==> src/rtl/lstm_pkg.sv <==
// lstm_pkg: FSM state encoding and run-length/counter-width helpers for lstm_bp_ctrl
package lstm_pkg;
  typedef enum logic [3:0] {
    S_IDLE, S_FILL, S_LOAD_IN, S_FWD, S_CAPT, S_LABEL, S_BP, S_WR, S_DONE
  } state_t;
  function automatic int run_cycles(int num, int num_iterations, int num_lstm, int lstm_lat, int bp_lat);
    return 1 + num_iterations * (num + lstm_lat + 2) + num_lstm + bp_lat + 2;
  endfunction
  function automatic int dwell_w(int num, int lstm_lat, int num_lstm, int bp_lat);
    int m;
    m = num > lstm_lat ? num : lstm_lat;
    m = m > num_lstm ? m : num_lstm;
    m = m > bp_lat ? m : bp_lat;
    return m > 1 ? $clog2(m) : 1;
  endfunction
endpackage

==> src/rtl/dwell_cnt.sv <==
// dwell_cnt: loadable down-counter (clk, rst, load, val in; cnt, tc=cnt==0 out) timing each FSM dwell
module dwell_cnt #(
  parameter int W = 6
) (
  input  logic         clk,
  input  logic         rst,
  input  logic         load,
  input  logic [W-1:0] val,
  output logic [W-1:0] cnt,
  output logic         tc
);
  assign tc = cnt == '0;
  always_ff @(posedge clk)
    if (rst) cnt <= '0;
    else if (load) cnt <= val;
    else if (!tc) cnt <= cnt - 1'b1;
endmodule

==> src/rtl/lstm_bp_ctrl.sv <==
// lstm_bp_ctrl: LSTM backprop run sequencer (start in; busy/done, sel/load_in/load_h/load_bp/load_t/wr strobes, label address, step out)
module lstm_bp_ctrl
  import lstm_pkg::*;
#(
  parameter int WIDTH          = 32,
  parameter int NUM            = 45,
  parameter int NUM_LSTM       = 8,
  parameter int NUM_ITERATIONS = 8,
  parameter int NUM_SEQ        = 2,
  parameter int LSTM_LAT       = 4,
  parameter int BP_LAT         = 4,
  localparam int SW = NUM_ITERATIONS > 1 ? $clog2(NUM_ITERATIONS) : 1
) (
  input  logic             clk,
  input  logic             rst,
  input  logic             start,
  output logic             busy,
  output logic             done,
  output logic             sel,
  output logic             load_in,
  output logic             load_h,
  output logic             load_bp,
  output logic             load_t,
  output logic             wr,
  output logic [WIDTH-1:0] o_addr_t,
  output logic [SW-1:0]    o_step
);
  localparam int CW = dwell_w(NUM, LSTM_LAT, NUM_LSTM, BP_LAT);
  localparam int QW = NUM_SEQ > 1 ? $clog2(NUM_SEQ) : 1;
  state_t state, nxt;
  logic [SW-1:0] step;
  logic [QW-1:0] seq;
  logic [CW-1:0] ld_val, cnt;
  logic ld, tc, last;
  dwell_cnt #(.W(CW)) u_dwell (.clk, .rst, .load(ld), .val(ld_val), .cnt, .tc);
  assign last = step == SW'(NUM_ITERATIONS - 1);
  always_ff @(posedge clk)
    if (rst) begin
      state <= S_IDLE;
      step  <= '0;
      seq   <= '0;
    end else begin
      state <= nxt;
      if (state == S_IDLE && start) step <= '0;
      else if (state == S_CAPT && !last) step <= step + 1'b1;
      if (state == S_WR) seq <= seq == QW'(NUM_SEQ - 1) ? '0 : seq + 1'b1;
    end
  always_comb begin
    nxt    = state;
    ld     = 1'b0;
    ld_val = '0;
    case (state)
      S_IDLE:    if (start) begin nxt = S_FILL; ld = 1'b1; ld_val = CW'(NUM - 1); end
      S_FILL:    if (tc) nxt = S_LOAD_IN;
      S_LOAD_IN: begin nxt = S_FWD; ld = 1'b1; ld_val = CW'(LSTM_LAT - 1); end
      S_FWD:     if (tc) nxt = S_CAPT;
      S_CAPT:    begin
        nxt    = last ? S_LABEL : S_FILL;
        ld     = 1'b1;
        ld_val = last ? CW'(NUM_LSTM - 1) : CW'(NUM - 1);
      end
      S_LABEL:   if (tc) begin nxt = S_BP; ld = 1'b1; ld_val = CW'(BP_LAT - 1); end
      S_BP:      if (tc) nxt = S_WR;
      S_WR:      nxt = S_DONE;
      S_DONE:    nxt = S_IDLE;
      default:   nxt = S_IDLE;
    endcase
  end
  assign busy    = state != S_IDLE && state != S_DONE;
  assign done    = state == S_DONE;
  assign sel     = (state inside {S_FILL, S_LOAD_IN, S_FWD, S_CAPT}) && step != '0;
  assign load_in = state == S_LOAD_IN;
  assign load_h  = state == S_CAPT;
  assign load_bp = state == S_CAPT;
  assign load_t  = state == S_LABEL;
  assign wr      = state == S_WR;
  assign o_step  = step;
  // label counter runs down, so word index k = NUM_LSTM-1-cnt
  assign o_addr_t = load_t ? WIDTH'(seq) * WIDTH'(NUM_LSTM) + WIDTH'(NUM_LSTM - 1) - WIDTH'(cnt) : '0;
endmodule
==> config.mk <==
export PLATFORM = sky130hd
export DESIGN_NAME = lstm_bp_ctrl
export DESIGN_NICKNAME = d
export VERILOG_FILES = /design/src/rtl/lstm_pkg.sv /design/src/rtl/dwell_cnt.sv /design/src/rtl/lstm_bp_ctrl.sv
export SDC_FILE = /design/constraint.sdc
export NUM_CORES = 1
export LEC_CHECK = 0
export ABC_AREA = 1
export BUFFER_PORTS_ARGS = -buffer_cell sky130_fd_sc_hd__buf_4
export CAP_MARGIN = 20
export CORE_ASPECT_RATIO = 0.8
export CORE_MARGIN = 4
export CORE_UTILIZATION = 30
export DETAILED_ROUTE_END_ITERATION = 7
export PLACE_DENSITY = 0.54
export RECOVER_POWER = 100
export SETUP_SLACK_MARGIN = 0.3
export SYNTH_ARGS = -nofsm -noshare
export SYNTH_HDL_FRONTEND = slang
export SYNTH_SLANG_ARGS = --single-unit
==> constraint.sdc <==
create_clock -name clk -period 2.3 [get_ports clk]
set_input_delay 0.115 -clock clk [delete_from_list [all_inputs] [get_ports clk]]
set_output_delay 0.115 -clock clk [all_outputs]
set_load 0.01 [all_outputs]
==> Flow_metrics.wiki, run 1 <==
{| class="wikitable"
! Metric !! Value
|-
| Fraction of synthesis flops using an asynchronous set or reset pin || 0
|-
| Reported leakage power || a little under 0.6 nW
|-
| Setup repair after global routing missed its margin || false
|-
| Number of gates resized after CTS || 0
|-
| Proportion of layout cells with a drive suffix above 1 || 0.09137
|-
| Number of antenna violations at the first check in global routing || 0
|-
| Final HPWL from detailed placement || 2094 µm
|-
| Power share of the sequential group || 0.274
|-
| Total of flip-flops plus latches after synthesis || 14
|-
| Upper clock frequency limit || about 520 MHz
|-
| Total wirelength of the detailed-routed design || around 2500 µm
|-
| Hold violation total from the final report || 0
|-
| Remaining antenna violation count || 0
|-
| Outcome || complete, no violations
|-
| Most frequent cell after synthesis || sky130_fd_sc_hd__nand2_1
|-
| DR iter-0 viols || 36
|-
| Warnings, synthesis || 0
|-
| Count of endpoints failing setup in the final report || 0
|-
| Relative contribution of the clock network to total power || 0.135
|-
| Number of vias in the routed layout || roughly 1000
|-
| Vias in the first global route || 942
|-
| Combinational Power Share || 0.591
|-
| Chip Height || roughly 64 µm
|-
| Cell-internal power || roughly 0.76 mW
|-
| First-pass GRT wire length || ~4300 µm
|-
| CTS buffer count || 3
|-
| Number of flops mapped to enable cells by yosys || 0
|-
| Summed instance area of the synthesized netlist || roughly 1200 µm²
|-
| Data required, critical path || ~2200 ps
|-
| Sinks on the clock net || 14
|-
| Critical Setup Path Class || register to primary output
|-
| Post-layout min period || approximately 1900 ps
|-
| P per Cell Area || about 1200 nW/µm²
|-
| Hold crit path type || input pin to register
|-
| Number of nets in the final layout || 210
|-
| Post-route worst setup slack || slightly below 400 ps
|-
| Final antenna diode count || 0
|-
| Routability-driven placement congestion ratio || between 0.8 and 0.9
|-
| Worst Setup Start Kind || register
|-
| Switching part of the total || 0.4821
|-
| Beginning of the worst hold path || rst
|-
| Type of element capturing the critical path || primary output
|-
| Post-CTS clock slew at the launch and capture registers of the worst setup and hold paths || ~60 ps
|-
| Portion of the post-synthesis area used by sequential elements || 0.2386
|-
| Fin Setup TNS || 0 ps
|-
| Area share of the leading cell type in the synthesized netlist || 0.2386
|-
| Initial cell density of the core || 0.3109
|-
| Worst rel slew slack || 0.7046
|-
| Clock latency of the later-clocked register in the worst-skew pair || around 240 ps
|-
| Post-CTS setup buffer count || 0
|-
| Worst reg2reg startpoint || state[0]
|-
| Unique masters post-synth || 25
|-
| Buffers added on ports || between 40 and 50
|-
| Max IR drop VDD || roughly 480 µV
|-
| Synthesized Nets || around 190
|-
| Number of placed I/O pins || 46
|-
| Capturing point of the worst reg2reg path || u_dwell.cnt[5]
|-
| Leading cell types by count after synthesis || sky130_fd_sc_hd__nand2_1 (32), sky130_fd_sc_hd__nor2_1 (28), sky130_fd_sc_hd__buf_4 (26)
|-
| Number of hold-repair buffers added at the cts stage || 0
|-
| Reg2Reg Setup Slack || 590 ps
|-
| Slew at the pin closest to its max-slew limit || approximately 440 ps
|-
| Site Rows || 20
|-
| Layout Skew || approximately 6 ps
|-
| Maximum count of clock buffers along a single path || 2
|-
| Post-Synthesis Cells || about 180
|-
| Utilization after layout || 0.3321
|-
| Maximum capacitance violations || 0
|-
| Fin crit share || 0.8302
|-
| DRC violation count after routing || 0
|-
| Synth top area cells || sky130_fd_sc_hd__dfxtp_1 (24%), sky130_fd_sc_hd__buf_4 (17%), sky130_fd_sc_hd__nand2_1 (10%), sky130_fd_sc_hd__nor2_1 (8.9%), sky130_fd_sc_hd__ha_1 (8.5%)
|-
| Die Width || about 78 µm
|-
| Main synth FF type || sky130_fd_sc_hd__dfxtp_1
|-
| Number of vias per cell || 4.103
|-
| Routed wirelength normalized by instance count || 10.07 µm
|-
| Pre-CTS setup slack || about 730 ps
|-
| Pin count of the biggest net entering global routing || 27
|-
| Hold-critical path depth || 2
|-
| Die area || approximately 5000 µm²
|-
| Net switching component of the power || about 0.71 mW
|-
| Largest area contributor in the synthesized netlist || sky130_fd_sc_hd__dfxtp_1
|-
| H-tree levels || 1
|-
| Number of pins with negative max-slew slack in the final report || 0
|-
| Capture endpoint of the worst hold path || state[0]
|-
| CTS tree || yes
|-
| TritonRoute pass-1 iters || 5
|-
| Top fanout value on the critical path || 26
|-
| Arrival time reported for the critical path endpoint || about 1800 ps
|-
| Root cell of the clock tree || sky130_fd_sc_hd__clkbuf_8
|-
| Number of cell instances on the worst register-to-register path || 7
|-
| Area Growth Syn to Fin || 6.815%
|-
| Total global-route track usage || 0.1064
|-
| Area of the core region || approximately 3800 µm²
|-
| Per-instance average area after synthesis || 6.714 µm²
|-
| Final hold slack || 72.20 ps
|-
| Sum of overflow across all layers after global routing || 0
|}
cell families (layout without fill, tap and decap cells):
logic type / count (synthesis) / after routing / synth area share
adders and majority gates: 8 / 8 / 0.08520
xor gates and xnor gates: 3 / 3 / 0.02237
and+or+nand+nor: 83 / 83 / 0.3206
AOI/OAI and AO/OA: 17 / 17 / 0.08413
buffers and inverters: 50 / 72 / 0.2492
DFF: 14 / 14 / 0.2386
how the worst max path moves through the flow:
stage	from	endpoint	slack (ps)
after floorplan	u_dwell.cnt[3]	o_addr_t[10]	470
after global placement	u_dwell.cnt[3]	o_addr_t[8]	710
after detailed placement	u_dwell.cnt[3]	o_addr_t[8]	730
after CTS	u_dwell.cnt[3]	o_addr_t[8]	450
after global routing	state[2]	o_addr_t[24]	170
final	state[2]	o_addr_t[26]	390
power by group through the flow:
stage	combinational (mW)	clock [mW]	sequential, mW
after global placement	0.970	0	0.418
after global routing	1.01	0.224	0.417
final	0.867	0.199	0.402
after CTS	0.963	0.208	0.412
after floorplan	0.769	0	0.390
after detailed placement	0.960	0	0.416
metrics by stage:
stage,power [mW],instances,area (µm²)
finish,1.468,252,1255
global route,1.652,252,1255
CTS,1.583,252,1426
detailed placement,1.376,249,1385
global placement,1.388,249,1385
floorplan,1.159,175,1177
worst max-delay path: stages (launching register included):
cell and delay, ps:
sky130_fd_sc_hd__dfxtp_1 390, sky130_fd_sc_hd__inv_1 110, sky130_fd_sc_hd__nor2_1 140, sky130_fd_sc_hd__nand3_1 310
sky130_fd_sc_hd__nor2_2 170, sky130_fd_sc_hd__buf_4 240, sky130_fd_sc_hd__clkbuf_1 180
layout make-up:
type	count	area, µm²
Clock buffer	3	41.29
Fill cell	455	2524
Inverter	23	86.33
Multi-Input combinational cell	111	571.8
Sequential cell	14	280.3
Tap cell	55	68.82
Timing Repair Buffer	46	206.4
sequential cells by signal, indices dropped and copies added, names as in the netlist:
register,flops
o_step,3
seq,1
state,4
u_dwell.cnt,6
layer usage:
layer | wire (µm) | track usage
met1 | 1338 | 0.1435
met2 | 1087 | 0.1613
met3 | 95 | 0.03803
met4 | 15 | 0.02620
met5 | 0 | 0
layout by cell type (no fill, tap or decap), drive strengths merged:
| cell | Yosys | layout |
|---|---|---|
| dfxtp | 14 | 14 |
| nor3 | 3 | 3 |
| o21bai | 1 | 1 |
| inv | 22 | 21 |
| nand2 | 34 | 34 |
| buf | 27 | 9 |
| clkbuf | 0 | 40 |
| o211ai | 1 | 1 |
| a21oi | 10 | 10 |
| o21ai | 3 | 3 |
| nor2 | 32 | 32 |
| xor2 | 3 | 3 |
| nand3 | 11 | 11 |
| a211oi | 2 | 2 |
| nand4 | 3 | 3 |
| ha | 8 | 8 |
| clkinv | 1 | 2 |
Power figures use the tool's default switching activity.
==> inputs of run 2 (changes only) <==
==> constraint.sdc (replaced) <==
create_clock -name clk -period 1.8 [get_ports clk]
set_input_delay 0.09 -clock clk [delete_from_list [all_inputs] [get_ports clk]]
set_output_delay 0.09 -clock clk [all_outputs]
set_load 0.01 [all_outputs]
==> Flow_metrics.wiki, run 2 (same netlist as run 1, synthesis figures left out) <==
{| class="wikitable"
! Metric !! Value
|-
| Remaining antenna violation count || 0 (unchanged)
|-
| Arrival time reported for the critical path endpoint || 1510 ps (-280 ps)
|-
| CTS tree || yes
|-
| Area Growth Syn to Fin || 28.65%
|-
| Layout Skew || 0.6229 ps (-5.412 ps)
|-
| Post-CTS clock slew at the launch and capture registers of the worst setup and hold paths || 60 ps (about the same)
|-
| Number of flip-flops under the largest register name || 6 (unchanged)
|-
| P per Cell Area || 1466 nW/µm² (+25%)
|-
| Count of endpoints failing setup in the final report || 0 (unchanged)
|-
| Total global-route track usage || 0.1129 (+0.006471)
|-
| Outcome || complete, no violations
|-
| DR iter-0 viols || 33 (-8.3%)
|-
| Total wirelength of the detailed-routed design || 2693 µm (+6.1%)
|-
| Die area || 4988 µm² (unchanged)
|-
| Chip Height || 63.98 µm (unchanged)
|-
| Area of the core region || 3779 µm² (unchanged)
|-
| Hold-critical path depth || 2 (unchanged)
|-
| Pre-CTS setup slack || 292.7 ps (-435.5 ps)
|-
| Number of buffers and inverters on the critical path || 2 (-1)
|-
| TritonRoute pass-1 iters || 4 (-1)
|-
| Number of cell instances on the worst register-to-register path || 8 (+1)
|-
| Data required, critical path || 1710 ps (-470 ps)
|-
| Buffers added on ports || 45 (unchanged)
|-
| Number of hold-repair buffers added at the cts stage || 0 (unchanged)
|-
| Root cell of the clock tree || sky130_fd_sc_hd__clkbuf_8
|-
| Routability-driven placement congestion ratio || 0.8003 (-9.4%)
|-
| Post-layout min period || 1604 ps
|-
| Slowest cell on the critical path || sky130_fd_sc_hd__dfxtp_1
|-
| Number of nets in the final layout || 213 (+1.4%)
|-
| Number of pins with negative max-slew slack in the final report || 0 (unchanged)
|-
| Largest delay contributor family on the critical path || simple AND/OR/NAND/NOR gates
|-
| Vias in the first global route || 1033 (+9.7%)
|-
| Fin crit share || 0.8909
|-
| Most frequent cell on the critical path || sky130_fd_sc_hd__a21oi_1
|-
| Met2 Track Usage GR || 0.1870 (+0.02564)
|-
| Maximum capacitance violations || 0 (unchanged)
|-
| Die Width || 77.97 µm (unchanged)
|-
| Most used cells in the layout excluding fill and tap cells || sky130_fd_sc_hd__buf_4 (39), sky130_fd_sc_hd__nand2_1 (34), sky130_fd_sc_hd__nor2_1 (28)
|-
| Fin Setup TNS || 0 ps (unchanged)
|-
| Global routing met1 resource utilization || 0.1424 (-0.001097)
|-
| Number of antenna violations at the first check in global routing || 0 (unchanged)
|-
| Number of placed I/O pins || 46 (unchanged)
|-
| Max IR drop VDD || 796.9 µV (+67%)
|-
| Final hold slack || 38.60 ps (-33.61 ps)
|-
| DRC violation count after routing || 0 (unchanged)
|-
| Reported leakage power || 0.7534 nW (+28%)
|-
| CTS buffer count || 3 (unchanged)
|-
| Hold crit path type || input pin to register
|-
| Largest reg by FF count || u_dwell.cnt
|-
| Met3 layer usage reported by global route || 0.04085 (+0.002817)
|-
| Tot Pwr || 2.216 mW (+51%)
|-
| Routed wirelength normalized by instance count || 10.52 µm (+4.5%)
|-
| Worst rel slew slack || 0.6917 (-0.01292)
|-
| Hold violation total from the final report || 0 (unchanged)
|-
| Sum of overflow across all layers after global routing || 0 (unchanged)
|-
| Worst Setup Start Kind || register
|-
| Final antenna diode count || 0 (unchanged)
|-
| Proportion of layout cells with a drive suffix above 1 || 0.3284 (+0.2370)
|-
| Busiest grt layer || met2
|-
| Top fanout value on the critical path || 8 (-69%)
|-
| Maximum count of clock buffers along a single path || 2 (unchanged)
|-
| Leading cell type in the layout, fill and taps excluded || sky130_fd_sc_hd__buf_4
|-
| Upper clock frequency limit || roughly 620 MHz
|-
| Final HPWL from detailed placement || 2116 µm (+1.0%)
|-
| Cell breakdown of the critical path || nor2_1 > inv_2 > nor2_4 > a21oi_1 > a21oi_1 > clkbuf_1
|-
| Crit path depth || 6 (unchanged)
|-
| H-tree levels || 1 (unchanged)
|-
| Pin count of the biggest net entering global routing || 27 (unchanged)
|-
| Slowest Stage Delay on Critical Path || 400 ps (about the same)
|-
| Setup repair after global routing missed its margin || true
|-
| Clock latency of the later-clocked register in the worst-skew pair || 250 ps (about the same)
|-
| Site Rows || 20 (unchanged)
|-
| First-pass GRT wire length || 4588 µm (+7.1%)
|-
| Type of element capturing the critical path || primary output
|-
| Number of vias per cell || 4.164 (+1.5%)
|-
| Post-route worst setup slack || 196.4 ps (-194.1 ps)
|-
| Slew at the pin closest to its max-slew limit || 460.5 ps (+19.30 ps)
|-
| Sinks on the clock net || 14 (unchanged)
|-
| Critical Setup Path Class || register to primary output
|-
| Initial cell density of the core || 0.3109 (unchanged)
|-
| Number of vias in the routed layout || 1066 (+3.1%)
|}
[run 2: cell count changes in the layout (fill, tap and decap cells not counted), moves of 4 or more]
cell                       before  now
sky130_fd_sc_hd__buf_4          9   39
sky130_fd_sc_hd__inv_2          2    7
sky130_fd_sc_hd__clkbuf_1      37    8
sky130_fd_sc_hd__inv_1         19   15
[run 2: metal layers]
metal,vias up,part of all wire
li1,583,-
met1,448,0.48
met2,33,0.43
met3,2,0.082
met4,0,0.0059
met5,-,0
[run 2: cell type report]
| type | count | area [µm²] |
|---|---|---|
| Fill cell | 398 | 2267 |
| Multi-Input combinational cell | 111 | 654.4 |
| Timing Repair Buffer | 49 | 362.8 |
| Sequential cell | 14 | 284.0 |
| Inverter | 23 | 86.33 |
| Tap cell | 55 | 68.82 |
| Clock buffer | 4 | 55.05 |
[run 2: worst paths after layout]
path,startpoint,to,slack (ps)
setup / recovery,state[0],sel,200
hold / removal,rst,u_dwell.cnt[0],40
setup reg to reg,state[0],u_dwell.cnt[3],260
hold reg to reg,o_step[1],o_step[1],510
[run 2: what timing repair did]
action / 4_1_cts / 5_1_grt
endpoints found under the hold margin: 0 / 0
setup endpoints to repair: 31 / 42
gates resized for setup: 13 / 8
setup buffers: 2 / 1
pin swaps: 1 / 2
[run 2: per-stage QoR]
step	instance area (µm²)	utilization	std cells
4_1_cts	1515	0.4010	255
2_1_floorplan	1190	-	175
3_3_place_gp	1394	0.3689	249
6_report	1511	0.4000	256
5_1_grt	1511	0.4000	256
3_5_place_dp	1394	0.3689	249
[run 2: power breakdown]
group / internal, mW / switching, mW / leakage (nW) / total [mW]
Clock: 0.194 / 0.122 / 0.0288 / 0.315
Sequential: 0.413 / 0.114 / 0.116 / 0.527
Combinational: 0.573 / 0.801 / 0.608 / 1.37
==> inputs of run 3 (changes only) <==
--- a/config.mk
+++ b/config.mk
@@ -8,13 +8,13 @@
 export ABC_AREA = 1
 export BUFFER_PORTS_ARGS = -buffer_cell sky130_fd_sc_hd__buf_4
 export CAP_MARGIN = 20
-export CORE_ASPECT_RATIO = 0.8
 export CORE_MARGIN = 4
 export CORE_UTILIZATION = 30
 export DETAILED_ROUTE_END_ITERATION = 7
 export PLACE_DENSITY = 0.54
 export RECOVER_POWER = 100
 export SETUP_SLACK_MARGIN = 0.3
+export SKIP_CTS_REPAIR_TIMING = 1
 export SYNTH_ARGS = -nofsm -noshare
 export SYNTH_HDL_FRONTEND = slang
 export SYNTH_SLANG_ARGS = --single-unit
==> Flow_metrics.wiki, run 3 (same netlist as run 1, synthesis figures left out) <==
{| class="wikitable"
! Metric !! Value
|-
| Top fanout value on the critical path || 7 (-1)
|-
| Routability-driven placement congestion ratio || 0.8456 (+5.7%)
|-
| DRC violation count after routing || 0 (unchanged)
|-
| Reported leakage power || 0.7218 nW (-4.2%)
|-
| Total global-route track usage || 0.1096 (-0.003283)
|-
| Fin crit share || 0.8915 (about the same)
|-
| Number of flip-flops under the largest register name || 6 (unchanged)
|-
| TritonRoute pass-1 iters || 4 (unchanged)
|-
| Outcome || complete, no violations
|-
| Proportion of layout cells with a drive suffix above 1 || 0.3054 (-0.02294)
|-
| Total cell area at the placement stage || 1385 µm² (-0.63%)
|-
| Maximum capacitance violations || 0 (unchanged)
|-
| Number of buffers and inverters on the critical path || 2 (unchanged)
|-
| Die Width || 70.58 µm (-9.5%)
|-
| Slew at the pin closest to its max-slew limit || 463.0 ps (+2.526 ps)
|-
| Area of the core region || 3716 µm² (-1.7%)
|-
| Sum of overflow across all layers after global routing || 0 (unchanged)
|-
| Final HPWL from detailed placement || 2097 µm (-0.90%)
|-
| Slowest Stage Delay on Critical Path || 370 ps (-30 ps)
|-
| Critical Setup Path Class || register to primary output
|-
| Count of endpoints failing setup in the final report || 0 (unchanged)
|-
| Type of element capturing the critical path || primary output
|-
| Number of vias in the routed layout || 1124 (+5.4%)
|-
| Root cell of the clock tree || sky130_fd_sc_hd__clkbuf_8
|-
| Hold violation total from the final report || 0 (unchanged)
|-
| Hold crit path type || input pin to register
|-
| Maximum count of clock buffers along a single path || 2 (unchanged)
|-
| Slowest cell on the critical path || sky130_fd_sc_hd__dfxtp_4
|-
| Die area || 4982 µm² (-0.13%)
|-
| Pin count of the biggest net entering global routing || 27 (unchanged)
|-
| Sinks on the clock net || 14 (unchanged)
|-
| Layout Skew || 2.402 ps (+1.779 ps)
|-
| Number of placed I/O pins || 46 (unchanged)
|-
| Leading cell type in the layout, fill and taps excluded || sky130_fd_sc_hd__nand2_1
|-
| H-tree levels || 1 (unchanged)
|-
| Initial cell density of the core || 0.3162 (+0.005234)
|-
| CTS buffer count || 3 (unchanged)
|-
| Post-CTS clock slew at the launch and capture registers of the worst setup and hold paths || 60 ps (about the same)
|-
| Clock latency of the later-clocked register in the worst-skew pair || 240 ps (about the same)
|-
| Utilization after layout || 0.4125 (+0.01246)
|-
| Buffers added on ports || 45 (unchanged)
|-
| Final antenna diode count || 0 (unchanged)
|-
| Arrival time reported for the critical path endpoint || 1510 ps (about the same)
|-
| Number of vias per cell || 4.478 (+7.5%)
|-
| Most frequent cell on the critical path || sky130_fd_sc_hd__ha_4
|-
| Post-layout min period || 1605 ps (+1.163 ps)
|-
| DR iter-0 viols || 23 (-30%)
|-
| Largest reg by FF count || u_dwell.cnt
|-
| Setup repair after global routing missed its margin || true
|-
| Upper clock frequency limit || 623.2 MHz (about the same)
|-
| Largest delay contributor family on the critical path || adder cells
|-
| Number of antenna violations at the first check in global routing || 0 (unchanged)
|-
| Number of pins with negative max-slew slack in the final report || 0 (unchanged)
|-
| Max IR drop VDD || 591.0 µV (-26%)
|-
| Cell breakdown of the critical path || ha_4 > inv_2 > ha_4 > ha_4 > nor2_4 > buf_6
|-
| Vias in the first global route || 1039 (+0.58%)
|-
| Number of nets in the final layout || 216 (+1.4%)
|-
| P per Cell Area || 1446 nW/µm² (-1.3%)
|-
| Worst rel slew slack || 0.6900 (-0.001691)
|-
| Most used cells in the layout excluding fill and tap cells || sky130_fd_sc_hd__nand2_1 (33), sky130_fd_sc_hd__nor2_1 (27), sky130_fd_sc_hd__buf_4 (18)
|-
| CTS tree || yes
|-
| Total wirelength of the detailed-routed design || 3014 µm (+12%)
|-
| Remaining antenna violation count || 0 (unchanged)
|-
| Site Rows || 22 (+10%)
|-
| Worst Setup Start Kind || register
|-
| Area Growth Syn to Fin || 30.46%
|-
| Data required, critical path || 1710 ps (about the same)
|-
| First-pass GRT wire length || 4505 µm (-1.8%)
|-
| Final instance area || 1533 µm² (+1.4%)
|-
| Chip Height || 70.58 µm (+10%)
|-
| Routed wirelength normalized by instance count || 12.01 µm (+14%)
|}
-- run 3: cell count changes in the layout (fill, tap and decap cells not counted), sizes merged --
cell and change:
clkbuf +7, nor2 +3, buf -8
-- run 3: path summary, 6_finish.rpt --
check | startpoint | endpoint | slack, ps | depth (start not counted)
hold reg to reg | o_step[2] | o_step[2] | 500 | 2
setup / recovery | u_dwell.cnt[3] | o_addr_t[13] | 200 | 6
hold / removal | rst | state[0] | 40 | 2
setup reg to reg | state[3] | u_dwell.cnt[1] | 210 | 8
-- run 3: power by group --
part	leakage [nW]	internal, mW	switching (mW)	total, mW
logic	0.583	0.574	0.858	1.43
clock network	0.0216	0.148	0.104	0.251
registers	0.117	0.420	0.113	0.533
total	0.722	1.14	1.08	2.22
-- run 3: layout make-up --
cell class | instances | area, µm²
clock buffers | 3 | 41.29
well taps | 48 | 60.06
multi-input cells | 114 | 690.7
flip-flops and latches | 14 | 290.3
inverters | 23 | 86.33
fillers | 422 | 2183
repair buffers | 49 | 364.1
-- run 3: metal layers --
layer,vias to the layer above,wire length (µm),global-route usage
met5,-,0,0
met4,0,23,0.04384
met3,4,207,0.02699
met2,48,1413,0.1767
met1,488,1369,0.1405
li1,584,-,-
-- run 3: stage by stage --
| stage | setup TNS (ps) | std cells | total power [mW] | worst slack (ps) | hold WS (ps) |
|---|---|---|---|---|---|
| after floorplan | 0 | 175 | 1.499 | 286.0 | 159.1 |
| after global placement | 0 | 242 | 1.806 | 236.7 | 301.6 |
| after detailed placement | 0 | 242 | 1.780 | 214.2 | 297.5 |
| after CTS | -1662 | 245 | 2.047 | -66.29 | 40.07 |
| after global routing | 0 | 251 | 2.474 | 47.38 | 45.25 |
| final | 0 | 251 | 2.217 | 195.3 | 42.99 |
